`src/rtl/phase_cmd_ctrl_pkg.sv`:
```
// Shared frame layout, opcodes and parser states for the phase-offset command controller.
// The opcode and NAK values are the same ones the host software uses.
package phase_cmd_ctrl_pkg;

  typedef enum logic [1:0] {
    OP_SET    = 2'd0,
    OP_COMMIT = 2'd1,
    OP_READ   = 2'd2,
    OP_PING   = 2'd3
  } op_e;

  typedef enum logic [2:0] {
    S_IDLE,
    S_GOT1,
    S_GOT2,
    S_EXEC,
    S_RESP
  } state_e;

  // First byte of a frame: start flag, opcode, channel.
  typedef struct packed {
    logic       start;
    op_e        op;
    logic [4:0] ch;
  } hdr_t;

  localparam logic [7:0] NAK             = 8'hFF;
  localparam int         FRAME_START_BIT = 7;
  localparam int         DATA_W          = 14;
  localparam int         RESP_MAX        = 3;

  // Payload bytes always carry a clear start bit.
  function automatic logic [7:0] data_byte(input logic [6:0] v);
    return {1'b0, v};
  endfunction

endpackage

```
`src/rtl/phase_cmd_ctrl_if.sv`:
```
// Byte-stream link between the UART rx/tx and the command controller.
// master = host/UART side, slave = controller side.
interface phase_cmd_ctrl_if;
  logic [7:0] rx_data;
  logic       rx_valid;
  logic       rx_ready;
  logic [7:0] tx_data;
  logic       tx_valid;
  logic       tx_ready;

  modport master (
    output rx_data, rx_valid, tx_ready,
    input  rx_ready, tx_data, tx_valid
  );

  modport slave (
    input  rx_data, rx_valid, tx_ready,
    output rx_ready, tx_data, tx_valid
  );
endinterface

```
`src/rtl/phase_cmd_ctrl_resp_serializer.sv`:
```
// Holds a response of up to three bytes and plays it out on a valid/ready stream,
// keeping tx_data stable until each byte is taken.
module resp_serializer
  import phase_cmd_ctrl_pkg::*;
(
  input  logic                     clk,
  input  logic                     rst,
  input  logic                     load,
  input  logic [RESP_MAX-1:0][7:0] load_bytes,
  input  logic [1:0]               load_len,
  output logic [7:0]               tx_data,
  output logic                     tx_valid,
  input  logic                     tx_ready,
  output logic                     done
);

  logic [RESP_MAX-1:0][7:0] buf_q;
  logic [1:0]               cnt_q;

  // NOTE: state registers use non-blocking (<=) so every flop samples pre-edge values.
  always_ff @(posedge clk) begin
    if (rst) begin
      buf_q <= '0;
      cnt_q <= '0;
    end else if (load) begin
      buf_q <= load_bytes;
      cnt_q <= load_len;
    end else if (cnt_q != 2'd0 && tx_ready) begin
      buf_q <= {8'h00, buf_q[2], buf_q[1]};
      cnt_q <= cnt_q - 2'd1;
    end
  end

  // A pending byte is abandoned the moment reset is seen.
  assign tx_valid = (cnt_q != 2'd0) && !rst;
  assign tx_data  = rst ? 8'h00 : buf_q[0];
  assign done     = (cnt_q == 2'd1) && tx_ready;

endmodule

```
`src/rtl/phase_cmd_ctrl.sv`:
```
// Parses 3-byte command frames, maintains shadow/active phase-offset banks and
// issues a one-cycle active-low reload strobe whenever the shadow bank is committed.
module phase_cmd_ctrl
  import phase_cmd_ctrl_pkg::*;
#(
  parameter int OUTPUTS   = 16,
  parameter int OFFSET_W  = 24,
  parameter int INIT_STEP = 10
) (
  input  logic                         clk,
  input  logic                         rst,
  phase_cmd_ctrl_if.slave              bus,
  output logic [OUTPUTS*OFFSET_W-1:0]  offsets,
  output logic                         reload_n,
  output logic [7:0]                   err_count
);

  localparam int CH_W = (OUTPUTS > 1) ? $clog2(OUTPUTS) : 1;

  state_e                   state_q, state_d;
  hdr_t                     b0_q;
  logic [6:0]               b1_q, b2_q;
  logic [OFFSET_W-1:0]      shadow_q [OUTPUTS];
  logic [OFFSET_W-1:0]      active_q [OUTPUTS];
  logic                     reload_q;
  logic                     is_start, rx_fire, bad_byte, exec, ch_bad, ser_done;
  logic [CH_W-1:0]          ch_idx;
  logic [DATA_W-1:0]        d_word, rd_word;
  logic [RESP_MAX-1:0][7:0] resp_bytes;
  logic [1:0]               resp_len;

  assign bus.rx_ready = !rst && (state_q inside {S_IDLE, S_GOT1, S_GOT2});
  assign rx_fire      = bus.rx_valid && bus.rx_ready;
  assign is_start     = bus.rx_data[FRAME_START_BIT];
  // Data byte with no frame open, or a start byte that cuts a frame short.
  assign bad_byte     = (state_q == S_IDLE) ? !is_start : is_start;

  assign exec    = (state_q == S_EXEC);
  assign ch_idx  = b0_q.ch[CH_W-1:0];
  assign ch_bad  = (b0_q.op inside {OP_SET, OP_READ}) && (int'(b0_q.ch) >= OUTPUTS);
  assign d_word  = {b1_q, b2_q};
  assign rd_word = DATA_W'(shadow_q[ch_idx]);

  always_ff @(posedge clk) begin
    if (rst) state_q <= S_IDLE;
    else     state_q <= state_d;
  end

  // NOTE: every always_comb output gets a default first, so no path can infer a latch.
  always_comb begin
    state_d = state_q;
    unique case (state_q)
      S_IDLE:  if (rx_fire && is_start) state_d = S_GOT1;
      S_GOT1:  if (rx_fire) state_d = is_start ? S_GOT1 : S_GOT2;
      S_GOT2:  if (rx_fire) state_d = is_start ? S_GOT1 : S_EXEC;
      S_EXEC:  state_d = S_RESP;
      S_RESP:  if (ser_done) state_d = S_IDLE;
      default: state_d = S_IDLE;
    endcase
  end

  always_comb begin
    resp_bytes = '0;
    resp_len   = 2'd1;
    if (ch_bad) begin
      resp_bytes[0] = NAK;
    end else begin
      resp_bytes[0] = b0_q;
      if (b0_q.op == OP_READ) begin
        resp_bytes[1] = data_byte(rd_word[13:7]);
        resp_bytes[2] = data_byte(rd_word[6:0]);
        resp_len      = 2'd3;
      end
    end
  end

  always_ff @(posedge clk) begin
    if (rst) begin
      b0_q      <= '0;
      b1_q      <= '0;
      b2_q      <= '0;
      err_count <= '0;
    end else if (rx_fire) begin
      if (is_start)                b0_q <= hdr_t'(bus.rx_data);
      else if (state_q == S_GOT1)  b1_q <= bus.rx_data[6:0];
      else if (state_q == S_GOT2)  b2_q <= bus.rx_data[6:0];
      if (bad_byte && err_count != 8'hFF) err_count <= err_count + 8'd1;
    end
  end

  // NOTE: both banks are reset (not left undefined) because the generators run
  // from the active bank straight out of reset and must start at known phases.
  always_ff @(posedge clk) begin
    if (rst) begin
      for (int i = 0; i < OUTPUTS; i++) begin
        shadow_q[i] <= OFFSET_W'(i * INIT_STEP);
        active_q[i] <= OFFSET_W'(i * INIT_STEP);
      end
      reload_q <= 1'b0;
    end else begin
      reload_q <= exec && (b0_q.op == OP_COMMIT);
      if (exec && b0_q.op == OP_SET && !ch_bad) shadow_q[ch_idx] <= OFFSET_W'(d_word);
      if (exec && b0_q.op == OP_COMMIT)         active_q <= shadow_q;
    end
  end

  always_comb begin
    offsets = '0;
    for (int j = 0; j < OUTPUTS; j++) offsets[OFFSET_W*j +: OFFSET_W] = active_q[j];
  end

  assign reload_n = !(rst || reload_q);

  resp_serializer u_ser (
    .clk        (clk),
    .rst        (rst),
    .load       (exec),
    .load_bytes (resp_bytes),
    .load_len   (resp_len),
    .tx_data    (bus.tx_data),
    .tx_valid   (bus.tx_valid),
    .tx_ready   (bus.tx_ready),
    .done       (ser_done)
  );

endmodule

```
`src/flat_wrapper.sv`:
```
// flat-port wrapper written by rule: the top's interface ports become plain ports
module phase_cmd_ctrl_flat import phase_cmd_ctrl_pkg::*;
#(
  parameter int OUTPUTS   = 16,
  parameter int OFFSET_W  = 24,
  parameter int INIT_STEP = 10
)
  (clk, rst, offsets, reload_n, err_count, bus_rx_data, bus_rx_valid, bus_tx_ready, bus_rx_ready, bus_tx_data, bus_tx_valid);
  phase_cmd_ctrl_if bus_i ();
  input  logic clk;
  input  logic rst;
  output logic [OUTPUTS*OFFSET_W-1:0] offsets;
  output logic reload_n;
  output logic [7:0] err_count;
  input wire logic [$bits(bus_i.rx_data)-1:0] bus_rx_data;
  input wire logic [$bits(bus_i.rx_valid)-1:0] bus_rx_valid;
  input wire logic [$bits(bus_i.tx_ready)-1:0] bus_tx_ready;
  output wire logic [$bits(bus_i.rx_ready)-1:0] bus_rx_ready;
  output wire logic [$bits(bus_i.tx_data)-1:0] bus_tx_data;
  output wire logic [$bits(bus_i.tx_valid)-1:0] bus_tx_valid;
  assign bus_i.rx_data = bus_rx_data;
  assign bus_i.rx_valid = bus_rx_valid;
  assign bus_i.tx_ready = bus_tx_ready;
  assign bus_rx_ready = bus_i.rx_ready;
  assign bus_tx_data = bus_i.tx_data;
  assign bus_tx_valid = bus_i.tx_valid;
  phase_cmd_ctrl #(.OUTPUTS(OUTPUTS), .OFFSET_W(OFFSET_W), .INIT_STEP(INIT_STEP)) u_core (.clk(clk), .rst(rst), .bus(bus_i), .offsets(offsets), .reload_n(reload_n), .err_count(err_count));
endmodule
```
`config.mk`:
```
export PLATFORM = sky130hd
export DESIGN_NAME = phase_cmd_ctrl_flat
export DESIGN_NICKNAME = d
export VERILOG_FILES = /design/src/rtl/phase_cmd_ctrl_pkg.sv /design/src/rtl/phase_cmd_ctrl_if.sv /design/src/rtl/phase_cmd_ctrl_resp_serializer.sv /design/src/rtl/phase_cmd_ctrl.sv /design/src/flat_wrapper.sv
export SDC_FILE = /design/constraint.sdc
export NUM_CORES = 1
export LEC_CHECK = 0
export CAP_MARGIN = 20
export CORE_UTILIZATION = 50
export CTS_BUF_LIST = sky130_fd_sc_hd__clkbuf_4 sky130_fd_sc_hd__clkbuf_8 sky130_fd_sc_hd__clkbuf_16
export DETAILED_ROUTE_END_ITERATION = 8
export DONT_BUFFER_PORTS = 1
export SYNTH_ARGS = -nofsm -noshare
export SYNTH_HDL_FRONTEND = slang
export SYNTH_SLANG_ARGS = --single-unit
```
`constraint.sdc`:
```
create_clock -name clk -period 5.45 [get_ports clk]
set_input_delay 0.2725 -clock clk [delete_from_list [all_inputs] [get_ports clk]]
set_output_delay 0.2725 -clock clk [all_outputs]
set_load 0.01 [all_outputs]
```
# Word level (Yosys, flattened, before mapping)
# Index checks and enable logic that the tools add are counted.
[word_totals]
ff_bits = 828
inputBits = 12
[classes]
add_sub_neg = 2
order_cmp = 3
eq_ne = 12
mux = 24
bitwise = 3
n_reduce_logical = 28
[op_table]
columns = ["operator", "count"]
rows = [
  ["384-bit bitwise mux", 1],
  ["24-bit binary-select mux with 4-bit select", 1],
  ["24-bit demux with 4-bit select", 1],
  ["24-bit 2-to-1 mux", 3],
  ["15-bit 2-to-1 mux", 2],
  ["14-bit 2-to-1 mux", 2],
  ["8-bit 2-to-1 mux", 2],
  ["3-bit one-hot mux with 5 select lines", 1],
  ["1-bit logical AND", 12],
  ["2-bit 2-to-1 mux", 6],
  ["3-bit 2-to-1 mux", 4],
  ["5-bit >= comparator (second input constant)", 2],
  ["8-bit by 1-bit adder with 8-bit output (second input constant)", 1],
  ["8-bit != test (second input constant)", 1],
  ["4-bit AND reduction", 2],
  ["3-bit by 2-bit == test with 1-bit output (second input constant)", 2],
  ["2-bit by 1-bit != test with 1-bit output (second input constant)", 3],
  ["2-bit nonzero test", 3],
  ["5-bit by 1-bit less-than comparator with 1-bit output (second input constant)", 1],
  ["4-bit NOT with 5-bit output", 1],
  ["2-bit by 1-bit == test with 1-bit output (second input constant)", 2],
  ["1-bit logical NOT", 4],
  ["2-bit AND reduction", 2],
  ["3-bit by 1-bit == test with 1-bit output (second input constant)", 1],
  ["11 further kinds", 12],
]

# Depth between registers and ports, before layout
[logic_depth]
ltp_word = 7
ltp_mapped = 8
ltp_nobuf = 6

# Hierarchy
# A second synthesis with hierarchy kept.
[hier_totals]
hier_cells = 2487
hier_area_um2 = 21489.4
[modules_own_cells]
columns = ["mod", "instances", "cells_each", "area_each_um2", "seq_area_each_um2"]
rows = [
  ["phase_cmd_ctrl", 1, 2337, 20178.1, 9649.3],
  ["resp_serializer", 1, 150, 1311.3, 520.5],
]

# Worst setup path after synthesis
# OpenSTA, ideal clock, no wires.
[synth_path]
path_type = "flip-flop to flip-flop"
start = "register u_core.b0_q[1] (netlist name)"
end = "register u_core.u_ser.buf_q[16] (netlist name)"
setup_time_ns = 0.120
arrival_ns = 1.691
required_time_ns = 5.330
slack_ns = 3.640
path_stages_with_launch = 7
path_buffers = 2
cell_sequence = "dfxtp_1 buf_2 buf_2 mux4_2 mux2i_1 o21ai_0 a211o_1"
[synth_via]
elab_chain_cells = 7
word_cells_on_any_way = 9
[synth_lines]
columns = ["element", "line", "rtl"]
rows = [
  ["start, declared", "phase_cmd_ctrl.sv:21", "hdr_t b0_q;"],
  ["start signal, assigned", "phase_cmd_ctrl.sv:84", "if (is_start) b0_q <= hdr_t'(bus.rx_data);"],
  ["4-bit NOT with 5-bit output (not written as such)", "phase_cmd_ctrl.sv:42", "assign rd_word = DATA_W'(shadow_q[ch_idx]);"],
  ["24-bit binary-select mux with 4-bit select", "phase_cmd_ctrl.sv:42", ""],
  ["14-bit 2-to-1 mux (not written as such) (2 in a row)", "phase_cmd_ctrl.sv:42", ""],
  ["15-bit 2-to-1 mux", "phase_cmd_ctrl.sv:69", "if (b0_q.op == OP_READ) begin"],
  ["15-bit 2-to-1 mux (*)", "phase_cmd_ctrl.sv:65", "if (ch_bad) begin"],
  ["24-bit 2-to-1 mux (*)", "phase_cmd_ctrl_resp_serializer.sv:25", "end else if (load) begin"],
  ["end signal, assigned", "phase_cmd_ctrl_resp_serializer.sv:26", "buf_q <= load_bytes;"],
  ["end signal, assigned", "phase_cmd_ctrl_resp_serializer.sv:29", "buf_q <= {8'h00, buf_q[2], buf_q[1]};"],
  ["end, declared", "phase_cmd_ctrl_resp_serializer.sv:17", "logic [RESP_MAX-1:0][7:0] buf_q;"],
]
# Every way passes the cells marked *; elsewhere a longest branch is shown, timed or not. The select of a mux whose other input is x is not followed.
# A chain may end at the register's enable or synchronous reset.

# Worst setup path after layout
[layout_path]
start = "register u_core.state_q[0]"
end = "register u_core.active_q (netlist bit u_core.offsets[276])"
[layout_via]
elab_chain_cells = 2
[layout_lines]
columns = ["element", "line", "rtl"]
rows = [
  ["start, declared", "phase_cmd_ctrl.sv:20", "state_e state_q, state_d;"],
  ["start signal, assigned", "phase_cmd_ctrl.sv:46", "else state_q <= state_d;"],
  ["3-bit by 2-bit == test with 1-bit output", "phase_cmd_ctrl.sv:38", "assign exec = (state_q == S_EXEC);"],
  ["1-bit logical AND", "phase_cmd_ctrl.sv:103", "if (exec && b0_q.op == OP_COMMIT) active_q <= shadow_q;"],
  ["end signal, assigned by index", "phase_cmd_ctrl.sv:97", "active_q[i] <= OFFSET_W'(i * INIT_STEP);"],
  ["end signal, assigned", "phase_cmd_ctrl.sv:103", ""],
  ["end, declared", "phase_cmd_ctrl.sv:24", "logic [OFFSET_W-1:0] active_q [OUTPUTS];"],
]
# No other way between the ends.

==> flow_metrics.tcl <==
set metrics [dict create \
    die_h_um 208 \
    slew_headroom_pct 4.77 \
    via_per_inst 5.67 \
    finalSetupViolations 0 \
    synth_area_per_cell_um2 8.60 \
    ys_seq_area_share_pct 47.9 \
    crit_path_end_kind "register" \
    min_to "u_core.b1_q[6]" \
    antenna_found_initial 0 \
    dr.pass1.iters 5 \
    peakVddDrop_mv 0.236 \
    rr_worst_depth 6 \
    design.die.area_mm2 0.0431 \
    crit_type "reg2reg" \
    syn_area_mm2 0.0211 \
    synth_top_cell_area_share_pct 47.9 \
    h-tree-depth 2 \
    dr.first_iter.drc_count 1517 \
    placementRows 74 \
    synth_area_leaders "dfxtp_1, nand2_1, a21oi_1" \
    worst_pin_slew_ns 1.43 \
    whs_ns 0.0688 \
    clk_pin_slew_ns 0.06 \
    synth_largest_area_cell "dfxtp_1" \
    cts-root-buf "clkbuf_16" \
    port-buffer-count 0 \
    r2r-start "u_core.state_q[0]" \
    power.leakage_nw 9.54 \
    cap_violations 0 \
    worstSetupStartpointType "register" \
    finalNonFillerCells 2994 \
    tns_ns 0 \
    yosysUniqueCellTypes 53 \
    synth-seq-cells 506 \
    cp_data_arrival_time_ns 4.14 \
    syn_inst 2458 \
    yosysWarningCount 0 \
    synth_top_cells_by_count "nand2_1, dfxtp_1, a21oi_1" \
    boundaryPins 415 \
    crit_required_ns 5.99 \
    gp_congestion 0.912 \
    remaining_drc_errors 0 \
    wl_per_cell_um 21.9 \
    grt_pass1_wl_mm 98.5 \
    finalHoldViolCount 0 \
    rsz0062_at_grt "false" \
    drt_wl_total_mm 65.7 \
    die_x_um 208 \
    min_period_over_period_pct 65.9 \
    overflow 0 \
    synth_edf_count 0 \
    power_density_mw_per_mm2 329 \
    numCtsBuffers 52 \
    grt_usage_pct 29.7 \
    async_flop_share_pct 0 \
    dp_cells 2794 \
    fin_crit_ns 3.59 \
    drive_above_1_share_pct 7.27 \
    yosysMostFrequentCell "nand2_1" \
    cts_sinks 506 \
    path_max_fanout 165 \
    antennaDiodeCount 0 \
    vias 17000 \
    tritoncts "done" \
    min_from "bus_rx_data[7]" \
    r2r-end "u_core.offsets[276]" \
    core_area_mm2 0.0413 \
    hold_depth 4 \
    maxSlewViolCount 0 \
    outcome "completed" \
    cts_buffer_depth 3 \
    ctsResizeCount 0 \
    hp-class "in2reg" \
    syn_to_final_growth_pct 10.1 \
    dp_hpwl_mm 43.2 \
    clk_latency_ns 0.61 \
    fin_skew_ns 0.0172 \
    r2r_slack_ns 1.86 \
    final_nets 2439 \
    synthFlopType "dfxtp_1" \
    drt.antenna.violating_nets 0 \
    initial_utilization_pct 51.2 \
    grt_pass1_vias 15700 \
    clock.fmax_mhz 278 \
    grt_max_degree 308 \
]
## where the power goes
| group | internal, mW | switching, mW | leakage, nW |
|---|---|---|---|
| sequential | 3.72 | 0.0282 | 4.08 |
| clock | 2.18 | 1.49 | 0.891 |
| combinational | 0.0597 | 0.184 | 4.57 |
## logic make-up (layout without fill, tap and decap cells)
logic type / count (synthesis) / count (layout) / share of synthesized area, %
AND/OR/NAND/NOR: 1021 / 1021 / 20.3
flip-flops: 506 / 506 / 47.9
AO/OA/AOI/OAI: 377 / 377 / 9.77
buffers and inverters: 372 / 217 / 10.1
multiplexers: 176 / 176 / 11.7
adder cells (fa/ha/maj): 3 / 3 / 0.178
XOR/XNOR: 2 / 2 / 0.0829
other: 1 / 160 / 0.0177
## per-stage QoR
stage	instance area, um^2	power (mW)	util, %	setup slack [ns]
detailed placement	20400	4.02	49.4	2.57
global route	23300	7.89	56.3	1.67
floorplan	21700	4.11	-	3.64
global placement	20400	4.01	49.4	2.68
finish	23300	7.66	56.3	1.86
CTS	23300	7.71	56.3	2.05
## area by class of cell
type	instances	area [um^2]
Clock buffer	76	1570
Clock inverter	16	190
Multi-Input combinational cell	1739	9470
Timing Repair Buffer	120	1210
Tap cell	532	666
Sequential cell	506	10100
Inverter	5	18.8
Fill cell	3807	18000
## cell usage in the layout, fill, tap and decap left out, drive strengths merged, types with 7 or more instances in the layout
cell type,count
a211oi,10
nor2b,25
nand2,736
a211o,9
dfxtp,506
o21ai,32
clkbuf,76
a22o,14
a311oi,7
clkinv,9
and4,8
nor2,112
nand4,24
mux2i,119
dlygate4sd3,107
inv,7
a21oi,295
mux4,56
nand3,90
nor3,8
buf,13
conb,160
## metal layers
layer | global-route usage, % | routed length (um) | vias to the layer above
met5 | 0 | 0 | -
met1 | 40.8 | 28100 | 8329
li1 | - | - | 7802
met2 | 45.6 | 29600 | 751
met4 | 9.50 | 1980 | 0
met3 | 7.44 | 6080 | 93
## what timing repair did
| item | in CTS | in global routing |
|---|---|---|
| endpoints found under the hold margin | 404 | 0 |
| buffers inserted | 0 | 0 |
| hold buffers | 108 | 0 |
## flip-flops by register name, summed over array words and instances (netlist names)
name	count
u_core.offsets	224
u_core.shadow_q	224
u_core.u_ser.buf_q	22
u_core.b0_q	8
u_core.err_count	8
u_core.b1_q	7
u_core.b2_q	7
u_core.state_q	3
u_core.u_ser.cnt_q	2
u_core.reload_q	1
## worst max-delay path, stage by stage (launching register included)
cell and delay, ns:
dfxtp_1 0.54, nand3b_1 0.71, nor3b_2 0.50, buf_12 0.43, nand2_1 0.28, a21oi_1 0.20
dlygate4sd3_1 0.57
## worst max path at each step
stage                      start                endpoint  slack (ns)
2_1_floorplan     u_core.b0_q[1]  u_core.u_ser.buf_q[16]        3.64
4_1_cts        u_core.state_q[0]     u_core.offsets[272]        2.05
3_3_place_gp   u_core.state_q[0]     u_core.offsets[367]        2.68
5_1_grt        u_core.state_q[0]     u_core.offsets[271]        1.67
3_5_place_dp   u_core.state_q[0]     u_core.offsets[272]        2.57
6_report       u_core.state_q[0]     u_core.offsets[276]        1.86
Power figures use the tool's default switching activity.
